--- src/rtl/sobel_frame_ctrl.sv ---
// Frame sequencer for the Sobel path: clears the line buffer, streams one frame
// from the synchronous-read frame RAM through a 2-entry skid FIFO, then waits
// for the expected number of window-valid strobes and reports done or error.
//
// state   | meaning
// --------+------------------------------------------------------------
// S_IDLE  | waiting for start; busy low
// S_CLEAR | line-buffer clear pulse, read address reset to 0
// S_FETCH | issuing RAM reads and streaming pixels out
// S_DRAIN | all pixels delivered; waiting for the last windows
// S_DONE  | frame complete: done pulse, frame counter bumped
// S_ERR   | drain timer expired: err pulse
// S_ABORT | abort taken: FIFO flushed, line-buffer clear pulse
module sobel_frame_ctrl #(
    parameter int DATA_WIDTH    = 8,
    parameter int IMG_WIDTH     = 8,
    parameter int IMG_HEIGHT    = 8,
    parameter int ADDR_WIDTH    = $clog2(IMG_WIDTH * IMG_HEIGHT),
    parameter int DRAIN_TIMEOUT = 64
) (
    input  logic                  clk,
    input  logic                  rst_n,
    input  logic                  start_i,
    input  logic                  abort_i,
    output logic                  busy_o,
    output logic                  done_o,
    output logic                  err_o,
    output logic                  lb_clear_o,
    output logic                  mem_rd_en_o,
    output logic [ADDR_WIDTH-1:0] mem_addr_o,
    input  logic [DATA_WIDTH-1:0] mem_rd_data_i,
    output logic [DATA_WIDTH-1:0] pix_out_o,
    output logic                  pix_valid_o,
    input  logic                  pix_ready_i,
    input  logic                  win_valid_i,
    output logic [15:0]           frame_cnt_o
);

    localparam int N     = IMG_WIDTH * IMG_HEIGHT;
    localparam int WIN_N = (IMG_WIDTH - 2) * (IMG_HEIGHT - 2);
    // One extra bit so the read counter can hold N itself
    localparam int CW    = ADDR_WIDTH + 1;
    localparam int TW    = $clog2(DRAIN_TIMEOUT) + 1;

    localparam logic [CW-1:0] N_L      = CW'(N);
    localparam logic [CW-1:0] WIN_N_L  = CW'(WIN_N);
    localparam logic [TW-1:0] TMR_INIT = TW'(DRAIN_TIMEOUT - 1);

    typedef enum logic [2:0] {
        S_IDLE,
        S_CLEAR,
        S_FETCH,
        S_DRAIN,
        S_DONE,
        S_ERR,
        S_ABORT
    } state_e;

    state_e                state_q;
    logic                  busy_q;
    logic                  done_q;
    logic                  err_q;
    logic                  lb_clear_q;
    logic [CW-1:0]         win_cnt_q;
    logic [CW-1:0]         rd_cnt_q;
    logic [TW-1:0]         tmr_q;
    logic [15:0]           frame_cnt_q;
    logic                  rd_pend_q;
    logic [DATA_WIDTH-1:0] fifo_q [2];
    logic                  wr_ptr_q;
    logic                  rd_ptr_q;
    logic [1:0]            fifo_cnt_q;
    logic [1:0]            fifo_cnt_d;

    logic                  start_ok;
    logic                  abort_ok;
    logic                  count_win;
    logic                  push;
    logic                  pop;
    logic [2:0]            occ;
    logic                  rd_issue;
    logic                  fetch_done;

    // Abort wins over start in IDLE; abort is a no-op outside an active frame
    assign start_ok   = (state_q == S_IDLE) && start_i && !abort_i;
    assign abort_ok   = abort_i && (state_q != S_IDLE) && (state_q != S_ABORT);
    assign count_win  = (state_q == S_CLEAR) || (state_q == S_FETCH) || (state_q == S_DRAIN);

    assign push       = rd_pend_q;
    assign pop        = pix_valid_o && pix_ready_i;
    // Slots already claimed: buffered data plus the read in flight, less what leaves now
    assign occ        = {1'b0, fifo_cnt_q} + {2'b00, rd_pend_q} - {2'b00, pop};
    assign rd_issue   = (state_q == S_FETCH) && !abort_i && (rd_cnt_q < N_L) && (occ < 3'd2);
    assign fetch_done = (rd_cnt_q == N_L) && (fifo_cnt_q == 2'd0) && !rd_pend_q;

    assign mem_rd_en_o = rd_issue;
    assign mem_addr_o  = rd_cnt_q[ADDR_WIDTH-1:0];
    assign pix_valid_o = (fifo_cnt_q != 2'd0);
    assign pix_out_o   = fifo_q[rd_ptr_q];
    assign busy_o      = busy_q;
    assign done_o      = done_q;
    assign err_o       = err_q;
    assign lb_clear_o  = lb_clear_q;
    assign frame_cnt_o = frame_cnt_q;

    // FIFO occupancy after this cycle's push and pop
    always_comb begin
        fifo_cnt_d = fifo_cnt_q;
        case ({push, pop})
            2'b10:   fifo_cnt_d = fifo_cnt_q + 2'd1;
            2'b01:   fifo_cnt_d = fifo_cnt_q - 2'd1;
            default: fifo_cnt_d = fifo_cnt_q;
        endcase
    end

    // Sequencer state, window count, drain timer and the registered status outputs
    always_ff @(posedge clk or negedge rst_n) begin
        if (!rst_n) begin
            state_q     <= S_IDLE;
            busy_q      <= 1'b0;
            done_q      <= 1'b0;
            err_q       <= 1'b0;
            lb_clear_q  <= 1'b0;
            win_cnt_q   <= '0;
            tmr_q       <= '0;
            frame_cnt_q <= '0;
        end else begin
            done_q     <= 1'b0;
            err_q      <= 1'b0;
            lb_clear_q <= 1'b0;
            if (count_win && win_valid_i && (win_cnt_q != WIN_N_L)) begin
                win_cnt_q <= win_cnt_q + CW'(1);
            end
            if (abort_ok) begin
                state_q    <= S_ABORT;
                lb_clear_q <= 1'b1;
                busy_q     <= 1'b0;
            end else begin
                case (state_q)
                    S_IDLE: begin
                        if (start_ok) begin
                            state_q    <= S_CLEAR;
                            lb_clear_q <= 1'b1;
                            busy_q     <= 1'b1;
                            win_cnt_q  <= '0;
                        end
                    end
                    S_CLEAR: state_q <= S_FETCH;
                    S_FETCH: begin
                        if (fetch_done) begin
                            state_q <= S_DRAIN;
                            tmr_q   <= TMR_INIT;
                        end
                    end
                    S_DRAIN: begin
                        // Completion takes priority over a timer expiring in the same cycle
                        if (win_cnt_q == WIN_N_L) begin
                            state_q     <= S_DONE;
                            done_q      <= 1'b1;
                            frame_cnt_q <= frame_cnt_q + 16'd1;
                        end else if (tmr_q == '0) begin
                            state_q <= S_ERR;
                            err_q   <= 1'b1;
                        end else begin
                            tmr_q <= tmr_q - TW'(1);
                        end
                    end
                    S_DONE, S_ERR: begin
                        state_q <= S_IDLE;
                        busy_q  <= 1'b0;
                    end
                    S_ABORT: state_q <= S_IDLE;
                    default: begin
                        state_q <= S_IDLE;
                        busy_q  <= 1'b0;
                    end
                endcase
            end
        end
    end

    // Read address, in-flight read flag and the 2-entry skid FIFO
    always_ff @(posedge clk or negedge rst_n) begin
        if (!rst_n) begin
            rd_cnt_q   <= '0;
            rd_pend_q  <= 1'b0;
            fifo_q[0]  <= '0;
            fifo_q[1]  <= '0;
            wr_ptr_q   <= 1'b0;
            rd_ptr_q   <= 1'b0;
            fifo_cnt_q <= 2'd0;
        end else if (abort_ok) begin
            // Buffered pixels and the returning read are dropped
            rd_pend_q  <= 1'b0;
            wr_ptr_q   <= 1'b0;
            rd_ptr_q   <= 1'b0;
            fifo_cnt_q <= 2'd0;
        end else begin
            rd_pend_q <= rd_issue;
            if (start_ok) begin
                rd_cnt_q <= '0;
            end else if (rd_issue) begin
                rd_cnt_q <= rd_cnt_q + CW'(1);
            end
            if (push) begin
                fifo_q[wr_ptr_q] <= mem_rd_data_i;
                wr_ptr_q         <= ~wr_ptr_q;
            end
            if (pop) begin
                rd_ptr_q <= ~rd_ptr_q;
            end
            fifo_cnt_q <= fifo_cnt_d;
        end
    end

endmodule
--- config.mk ---
export PLATFORM = sky130hd
export DESIGN_NAME = sobel_frame_ctrl
export DESIGN_NICKNAME = d
export VERILOG_FILES = /design/src/rtl/sobel_frame_ctrl.sv
export SDC_FILE = /design/constraint.sdc
export NUM_CORES = 1
export LEC_CHECK = 0
export ABC_CLOCK_PERIOD_IN_PS = 3100
export CORE_MARGIN = 2
export CORE_UTILIZATION = 54
export CTS_CLUSTER_SIZE = 30
export DETAILED_ROUTE_END_ITERATION = 6
export HOLD_SLACK_MARGIN = 0.02
export PLACE_DENSITY = 0.87
export SYNTH_ARGS = -nofsm -noshare
export SYNTH_HDL_FRONTEND = slang
export SYNTH_SLANG_ARGS = --single-unit
--- constraint.sdc ---
create_clock -name clk -period 3.1 [get_ports clk]
set_input_delay 0.465 -clock clk [delete_from_list [all_inputs] [get_ports clk]]
set_output_delay 0.465 -clock clk [all_outputs]
set_load 0.005 [all_outputs]
Word level (Yosys, flattened, before mapping)
Cells that the tools add are included.

storage, ports and cells
  bits in registers = 65
  input port bits = 14
  output and inout bits = 36
  word-level logic and storage cells = 126

operators by class
  add/subtract/negate cells = 8
  magnitude comparators = 5
  eq/ne operators = 17
  mux-type cells = 42
  bitwise logic cells = 5
  reduce and logical (&&, ||, !) cells = 34

operators by type and width
  operator               number
  $mux 7                 9
  $mux 8                 4
  $mux 1                 17
  $add 16x1->16 const B  1
  $bwmux 16              1
  $mux 3                 5
  $add 7x1->7 const B    2
  $pmux 7 s2             1
  $logic_and 1x1->1      13
  $pmux 3 s4             1
  $reduce_bool 2->1      5
  $ne 3x3->1 const B     3
  $demux 8 s1            1
  $eq 7x6->1 const B     1
  $eq 7x7->1 const B     1
  $logic_not 7->1        1
  $lt 7x7->1 const B     1
  $ne 7x6->1 const B     1
  $sub 7x1->7 const B    1
  $eq 3x2->1 const B     2
  $ne 2x2->1 const B     3
  $reduce_and 2->1       3
  $reduce_and 3->1       2
  $reduce_bool 3->1      2
  24 further kinds       30

Depth between registers and ports, before layout
Gate-level depths: netlist (run 1).

  word-level depth = 9
  depth in mapped cells = 10

Least setup slack after synthesis (run 1)
OpenSTA, ideal clock, no wires.

  kind = register to output
  start = register fifo_cnt_q[1]
  end = output port mem_rd_en_o
  arrival = 1.813 ns
  data required time = 2.635 ns
  setup slack = 0.822 ns
  cell stages (with the launch flop) = 8
  path buffers = 0
  cells stage by stage = dfrtp_1 -> or2_4 -> nand2_1 -> nor2_1 -> fa_1 -> xnor2_1 -> nand4b_1 -> inv_1

between the ends
  cells in the longest elaborated chain, start to end = 5
  elaborated cells between the ends (all ways) = 6

RTL lines
  what                    RTL line  RTL
  from (decl)             72        logic [1:0] fifo_cnt_q;
  from (signal assigned)  212       fifo_cnt_q <= fifo_cnt_d;
  $reduce_bool 2->1       98        assign pix_valid_o = (fifo_cnt_q != 2'd0);
  via pix_valid_o         33        output logic pix_valid_o,
  $logic_and 1x1->1       90        assign pop = pix_valid_o && pix_ready_i;
  $sub 3x1->3             92        assign occ = {1'b0, fifo_cnt_q} + {2'b00, rd_pend_q} - {2'b00, pop};
  $lt 3x2->1              93        assign rd_issue = (state_q == S_FETCH) && !abort_i && (rd_cnt_q < N_L) && (occ < 3'd2);
  $logic_and 1x1->1       93
  to (decl)               29        output logic mem_rd_en_o,

The timed path passes the listed nets, and every way through them passes these cells.

Worst setup path in the final report (run 1)
  start = register fifo_cnt_q[1]
  end = output port mem_rd_en_o

between the ends
  cells in the longest elaborated chain, start to end = 5
  elaborated cells between the ends (all ways) = 6

RTL lines
  what                                                                 RTL line
  parallel branches: the longest is 2 deep, another holds $add 2x1->3  --
  $sub 3x1->3 *                                                        92
  $lt 3x2->1 *                                                         93
  $logic_and 1x1->1 *                                                  93

Mark *: on every way between the ends.

==> flow_metrics.py, run 1 <==
metrics = {
    "status": {
        "outcome": "finished clean",
    },
    "layout": {
        "multiInputGateArea_mm2": 0.00158,
        "layout.nets": 389,
        "seq_area_mm2": 0.00163,
        "layout_common_cells": "dfrtp_1 (63), clkdlybuf4s50_1 (47), nor2_1 (33)",
        "syn_to_final_growth_pct": 24.4,
        "final_cells": 447,
        "drive_above_1_share": 0.169,
        "final_common_cell": "dfrtp_1",
        "n_fill_cell": 450,
        "diodes": 0,
    },
    "grt": {
        "grt_use_total": 0.217,
        "grt_max_degree": 57,
        "grt_overflow": 0,
        "antenna_found_initial": 0,
        "first_global_vias": 2336,
        "grt_first_pass_wirelength_um": 11000,
    },
    "setup_path": {
        "cp-start-kind": "flop",
        "worst_ep_arrival_time_ps": 2530,
        "critical_path_required_ps": 2630,
        "path_max_fanout": 3,
        "cp-end-kind": "output pin",
        "critPathKind": "flop to output pin",
    },
    "logic_synthesis": {
        "yosys.area.top_type_share": 0.488,
        "synth_area_leaders": "dfrtp_1 (49%), mux2_2 (8.1%), xnor2_1 (5.3%)",
        "synth_seq_cells": 65,
        "yosys_warnings": 0,
        "synth_top_area_cell": "dfrtp_1",
        "synth_edf_count": 0,
        "synth_ff_type": "dfrtp_1",
        "synthCells": 313,
        "synthArstFlopShare": 1.00,
        "syn_area_per_cell_um2": 10.6,
        "yosysUniqueCellTypes": 47,
        "synth-seq-area-share": 0.488,
        "syn_area_mm2": 0.00333,
        "synth_nets": 335,
    },
    "route": {
        "remaining_drc_errors": 0,
        "avgViaCountPerCell": 5.43,
        "dr_total_vias": 2426,
        "first_pass_iters": 4,
        "drt_wl_total_um": 6710,
        "routedWlPerCell_um": 15.0,
        "ant_nets": 0,
        "drt_iter0_drc": 70,
    },
    "placement": {
        "place_congestion": 0.865,
        "dp_hpwl_um": 4580,
        "place_inst": 427,
        "portBuffers": 49,
    },
    "pwr": {
        "ir_drop_uv": 418,
        "leakage_uw": 0.00185,
        "power_per_cell_area_mw_per_mm2": 749,
    },
    "sta": {
        "setup_viol": 0,
        "rsz0062_at_grt": "false",
        "hold_viol": 0,
        "drv_slew": 0,
        "fin_tns_setup_ps": 0,
        "max_freq_mhz": 334,
        "finClkSkew_ps": 12.4,
        "worstMarginPinSlew_ps": 682,
        "layout_worst_path_cycle_share": 0.965,
        "slew_headroom": 0.545,
        "fin_crit_ps": 2990,
    },
    "clocking": {
        "numCtsBuffers": 9,
        "cts-htree-levels": 3,
        "clock_latency_ps": 340,
        "cts_tree": "done",
        "cts_sinks": 65,
        "root_buffer": "clkbuf_8",
        "clk_path_buf_depth": 2,
        "clkSlewWorstSetupHoldPaths_ps": 70,
    },
    "floorplan": {
        "die_x_um": 82.6,
        "chipHeight_um": 82.6,
        "design.die.area_mm2": 0.00681,
        "io_pins": 50,
        "core_area_mm2": 0.00596,
        "row_count": 28,
        "initial_core_util": 0.559,
    },
    "run": {
        "drv_cap": 0,
    },
    "worst_hold_path": {
        "hp-class": "flop to flop",
    },
}
[metal layers]
layer  track usage  part of all wire
met5             0                 0
met4         0.105             0.017
met3        0.0359             0.040
met2         0.351              0.49
met1         0.285              0.46
[cells in the mapped netlist, types with 2 or more instances]
cell,count
buf_2,4
dfrtp_1,65
nand3_1,13
o22ai_1,2
o22a_1,2
clkbuf_1,4
nand4_1,8
inv_1,14
mux2_2,24
xor2_1,11
a2111oi_0,2
nand2_1,26
buf_4,7
xnor2_1,20
o21ai_0,4
ha_1,7
nor2_1,33
and2_1,6
nor2b_1,4
a21oi_1,10
nor4_1,3
nand2b_1,3
and3_1,5
a31oi_1,3
or3_1,4
and4_1,2
nor3_1,6
o31ai_1,2
[power by group]
group	switching, uW	internal (uW)	leakage [uW]
Combinational	458	568	0.000901
Clock	328	477	0.000113
Sequential	219	1050	0.000835
[critical path, cell delays in order, from the launching register on]
cell and delay, ps:
dfrtp_2 420, or2_4 290, nand2_4 100, nor2_1 60, fa_2 360, xnor2_2 170, nand4b_1 170, inv_1 120
clkdlybuf4s50_1 500
[metrics by stage]
step | total power (uW) | cell area (um2) | utilization | hold slack [ps] | setup WS, ps
5_1_grt | 3310 | 4140 | 0.696 | 504 | 6.45
6_report | 3100 | 4140 | 0.696 | 485 | 109
4_1_cts | 3110 | 4110 | 0.690 | 489 | 14.0
3_3_place_gp | 2240 | 3860 | 0.648 | 340 | 118
3_5_place_dp | 2280 | 3860 | 0.648 | 343 | 80.3
2_1_floorplan | 1900 | 3330 | - | 169 | 822
[cell families after synthesis]
family / after synthesis / share of synthesized area
AO/OA/AOI/OAI: 32 / 0.0740
XOR/XNOR: 31 / 0.0815
adder cells (fa/ha/maj): 8 / 0.0323
buffers and inverters: 29 / 0.0421
flip-flops: 65 / 0.488
multiplexers: 24 / 0.0811
AND/OR/NAND/NOR: 124 / 0.201
[cell type report]
class | count | area share
sequential | 65 | 0.393
multi-input combinational | 219 | 0.382
timing repair buffer | 58 | 0.135
clock buffer | 10 | 0.0332
tap | 75 | 0.0226
clock inverter | 6 | 0.0217
inverter | 14 | 0.0127
[sequential cells by signal, summed over array words and instances, names as in the netlist]
register     count
state_q          3
busy_o           1
tmr_q            7
rd_cnt_q         7
rd_ptr_q         1
push             1
done_o           1
err_o            1
lb_clear_o       1
win_cnt_q        7
frame_cnt_o     16
fifo_cnt_q       2
fifo_q          16
wr_ptr_q         1
[final timing paths]
| check | from | endpoint | slack (ps) | cells past startpoint |
|---|---|---|---|---|
| worst max-delay path | fifo_cnt_q[1]$_DFFE_PN0P_ | mem_rd_en_o | 110 | 8 |
| worst min register to register | frame_cnt_o[15]$_DFFE_PN0P_ | frame_cnt_o[15]$_DFFE_PN0P_ | 490 | 1 |
| min in group asynchronous | rst_n | state_q[1]$_DFFE_PN0P_ | 520 | 2 |
| worst min-delay path | frame_cnt_o[15]$_DFFE_PN0P_ | frame_cnt_o[15]$_DFFE_PN0P_ | 490 | 1 |
| worst max register to register | fifo_cnt_q[1]$_DFFE_PN0P_ | rd_cnt_q[3]$_DFFE_PN0P_ | 730 | 9 |
| max in group asynchronous | rst_n | fifo_cnt_q[1]$_DFFE_PN0P_ | 1590 | 3 |
[timing repair]
| item | 4_1_cts | 5_1_grt |
|---|---|---|
| hold buffers | 1 | 0 |
| pin swaps | 1 | 4 |
| resized for setup | 2 | 5 |
| buffers inserted | 1 | 2 |
| setup endpoints to repair | 1 | 1 |
| endpoints found under the hold margin | 9 | 0 |
No activity file was read; power rests on OpenSTA's default activity.
==> inputs of run 2 (changes only) <==
ABC_AREA = 1   (was not set)
CORE_UTILIZATION = 55   (was 54)
TNS_END_PERCENT = 10   (was not set)
==> flow_metrics.py, run 2 <==
metrics = {
    "status": {
        "outcome": "finished clean",
    },
    "sta": {
        "slew_headroom": 0.461,
        "finClkSkew_ps": 3.56,
        "drv_slew": 0,
        "fin_tns_setup_ps": 0,
        "max_freq_mhz": 347,
        "setup_viol": 0,
        "worstMarginPinSlew_ps": 808,
        "layout_worst_path_cycle_share": 0.930,
        "hold_viol": 0,
        "rsz0062_at_grt": "false",
        "fin_crit_ps": 2880,
    },
    "layout": {
        "diodes": 0,
        "layout.nets": 554,
        "final_cell_area_mm2": 0.00450,
        "syn_to_final_growth_pct": 23.0,
        "layout_common_cells": "nand2_1 (156), dfrtp_1 (65), inv_1 (59)",
        "final_cells": 614,
        "drive_above_1_share": 0.0857,
        "final_common_cell": "nand2_1",
    },
    "setup_path": {
        "path_cells": "clkdlybuf4s50_1 -> nand2_2 -> nor2_2 -> inv_1 -> a21oi_2 -> inv_1 -> fa_1 -> nand3_1 -> nor2_1 -> nand2_1 -> inv_1 -> dlygate4sd2_1",
        "reg2reg_slack_ps": 690,
        "max_stage_delay_ps": 470,
        "cp-start-kind": "input pin",
        "worst_ep_arrival_time_ps": 2420,
        "crit_path_top_delay_cell": "clkdlybuf4s50_1",
        "r2r-start": "fifo_cnt_q[0]$_DFFE_PN0P_",
        "cp-end-kind": "output pin",
        "cp_top_family": "buffers and inverters",
        "critical_path_required_ps": 2630,
        "worst-path-buf-inv": 5,
        "rr_worst_depth": 16,
        "critPathKind": "input pin to output pin",
        "r2r_end": "rd_cnt_q[2]$_DFFE_PN0P_",
        "crit_path_frequent_cell": "inv_1",
        "path_max_fanout": 3,
    },
    "pwr": {
        "netSwitchingPower_uw": 1300,
        "power_per_cell_area_mw_per_mm2": 821,
        "leakage_uw": 0.00219,
        "p_sw_frac": 0.351,
        "p_clk_frac": 0.283,
        "power_frac_seq": 0.358,
        "ir_drop_uv": 548,
        "intPower_uw": 2400,
        "p_comb_frac": 0.359,
    },
    "floorplan": {
        "row_count": 29,
        "io_pins": 50,
        "design.die.area_mm2": 0.00732,
        "chipHeight_um": 85.5,
        "initial_core_util": 0.572,
        "die_x_um": 85.5,
        "core_area_mm2": 0.00639,
    },
    "clocking": {
        "cts-htree-levels": 3,
        "numCtsBuffers": 9,
        "clkSlewWorstSetupHoldPaths_ps": 70,
        "cts_sinks": 65,
        "cts_tree": "done",
        "clk_path_buf_depth": 2,
        "post-cts-setup-buffer-count": 0,
        "cts_hold_buffers": 0,
        "clock_latency_ps": 350,
        "root_buffer": "clkbuf_8",
    },
    "grt": {
        "grt_use_total": 0.233,
        "first_global_vias": 3241,
        "grt_overflow": 0,
        "grt_max_degree": 66,
        "grt_first_pass_wirelength_um": 13700,
        "antenna_found_initial": 0,
    },
    "route": {
        "routedWlPerCell_um": 12.9,
        "ant_nets": 0,
        "dr_total_vias": 3280,
        "remaining_drc_errors": 0,
        "avgViaCountPerCell": 5.34,
        "drt_wl_total_um": 7940,
        "drt_iter0_drc": 141,
        "first_pass_iters": 4,
    },
    "logic_synthesis": {
        "synth_common_cells": "nand2_1 (158), dfrtp_1 (65), inv_1 (59), nor2_1 (40)",
        "synth_edf_count": 0,
        "synth_seq_cells": 65,
        "synthArstFlopShare": 1.00,
        "synth_nets": 500,
        "synth_area_leaders": "dfrtp_1 (44%), nand2_1 (16%), inv_1 (6.1%)",
        "yosysUniqueCellTypes": 33,
        "synth_ff_type": "dfrtp_1",
        "syn_area_mm2": 0.00366,
        "synthCells": 478,
        "yosys_warnings": 0,
        "yosysMostFrequentCell": "nand2_1",
        "yosys.area.top_type_share": 0.445,
        "syn_area_per_cell_um2": 7.65,
        "synth-seq-area-share": 0.445,
        "synth_top_area_cell": "dfrtp_1",
    },
    "placement": {
        "place_congestion": 0.863,
        "dpl_cell_area_mm2": 0.00420,
        "portBuffers": 49,
        "place_inst": 598,
        "dp_hpwl_um": 5520,
    },
    "worst_hold_path": {
        "hp-class": "input pin to async pin",
    },
    "run": {
        "drv_cap": 0,
    },
}
-- run 2: cell types whose count changed after synthesis, sizes merged, moves of 6 or more --
| cell | delta |
|---|---|
| and2 | -6 |
| inv | +46 |
| mux2 | -16 |
| nand2 | +133 |
| nand3 | +22 |
| nor2 | +9 |
| o21ai | +31 |
| xnor2 | -13 |
-- run 2: power by group through the flow --
stage	Sequential [uW]	Combinational (uW)	Clock (uW)
after floorplan	1270	891	0
after global placement	1310	1240	0
after detailed placement	1330	1300	0
after CTS	1320	1330	1060
after global routing	1360	1510	1090
final	1320	1320	1050
-- run 2: repair_timing --
action,CTS,global route
endpoints found under the hold margin,0,0
endpoints found under the setup margin,1,0
gates resized for setup,5,0
-- run 2: stage by stage --
stage / setup slack (ps) / total power [uW] / hold slack [ps] / utilization
after global routing: 71.9 / 3960 / 378 / 0.704
after global placement: -54.8 / 2550 / 460 / 0.657
after CTS: 209 / 3700 / 312 / 0.704
after floorplan: 635 / 2160 / 169 / -
final: 217 / 3690 / 284 / 0.704
after detailed placement: -125 / 2630 / 470 / 0.657
-- run 2: cell families after synthesis --
| group | share of synthesized area |
|---|---|
| AND/OR/NAND/NOR | 0.305 |
| buffers and inverters | 0.0897 |
| flip-flops | 0.445 |
| AO/OA/AOI/OAI | 0.0702 |
| XOR/XNOR | 0.0359 |
| multiplexers | 0.0246 |
| adder cells (fa/ha/maj) | 0.0294 |
-- run 2: how the worst max path moves through the flow --
stage                                   start  slack, ps           to  depth (start not counted)
global route                      pix_ready_i         70  mem_rd_en_o                         12
finish                            pix_ready_i        220  mem_rd_en_o                         12
floorplan           fifo_cnt_q[1]$_DFFE_PN0P_        630  mem_rd_en_o                         12
detailed placement                pix_ready_i       -120  mem_rd_en_o                         12
global placement                  pix_ready_i        -50  mem_rd_en_o                         12
CTS                               pix_ready_i        210  mem_rd_en_o                         12
-- run 2: worst reg2reg max path: cells and delay by family (launching register included) --
kind / cells / cell delay (ps)
and+or+nand+nor: 10 / 940
buffers and inverters: 4 / 360
DFF: 1 / 360
AOI/OAI and AO/OA: 1 / 150
adders and majority gates: 1 / 470
-- run 2: area by class of cell --
type | instances | area [um2]
Tap cell | 77 | 96.3
Clock buffer | 9 | 124
Fill cell | 483 | 1890
Sequential cell | 65 | 1630
Timing Repair Buffer | 57 | 544
Clock inverter | 7 | 166
Multi-Input combinational cell | 339 | 1710
Inverter | 60 | 225
-- run 2: layer usage --
| metal | part of all wire | vias up | track usage |
|---|---|---|---|
| met1 | 0.44 | 1559 | 0.278 |
| li1 | - | 1615 | - |
| met4 | 0.019 | 0 | 0.101 |
| met3 | 0.040 | 17 | 0.0472 |
| met2 | 0.51 | 89 | 0.410 |
| met5 | 0 | - | 0 |
==> inputs of run 3 (changes only) <==
TNS_END_PERCENT = 20   (was 10)
==> results of run 3 <==
Final layout, timing and power as in run 2 (identical DEF).
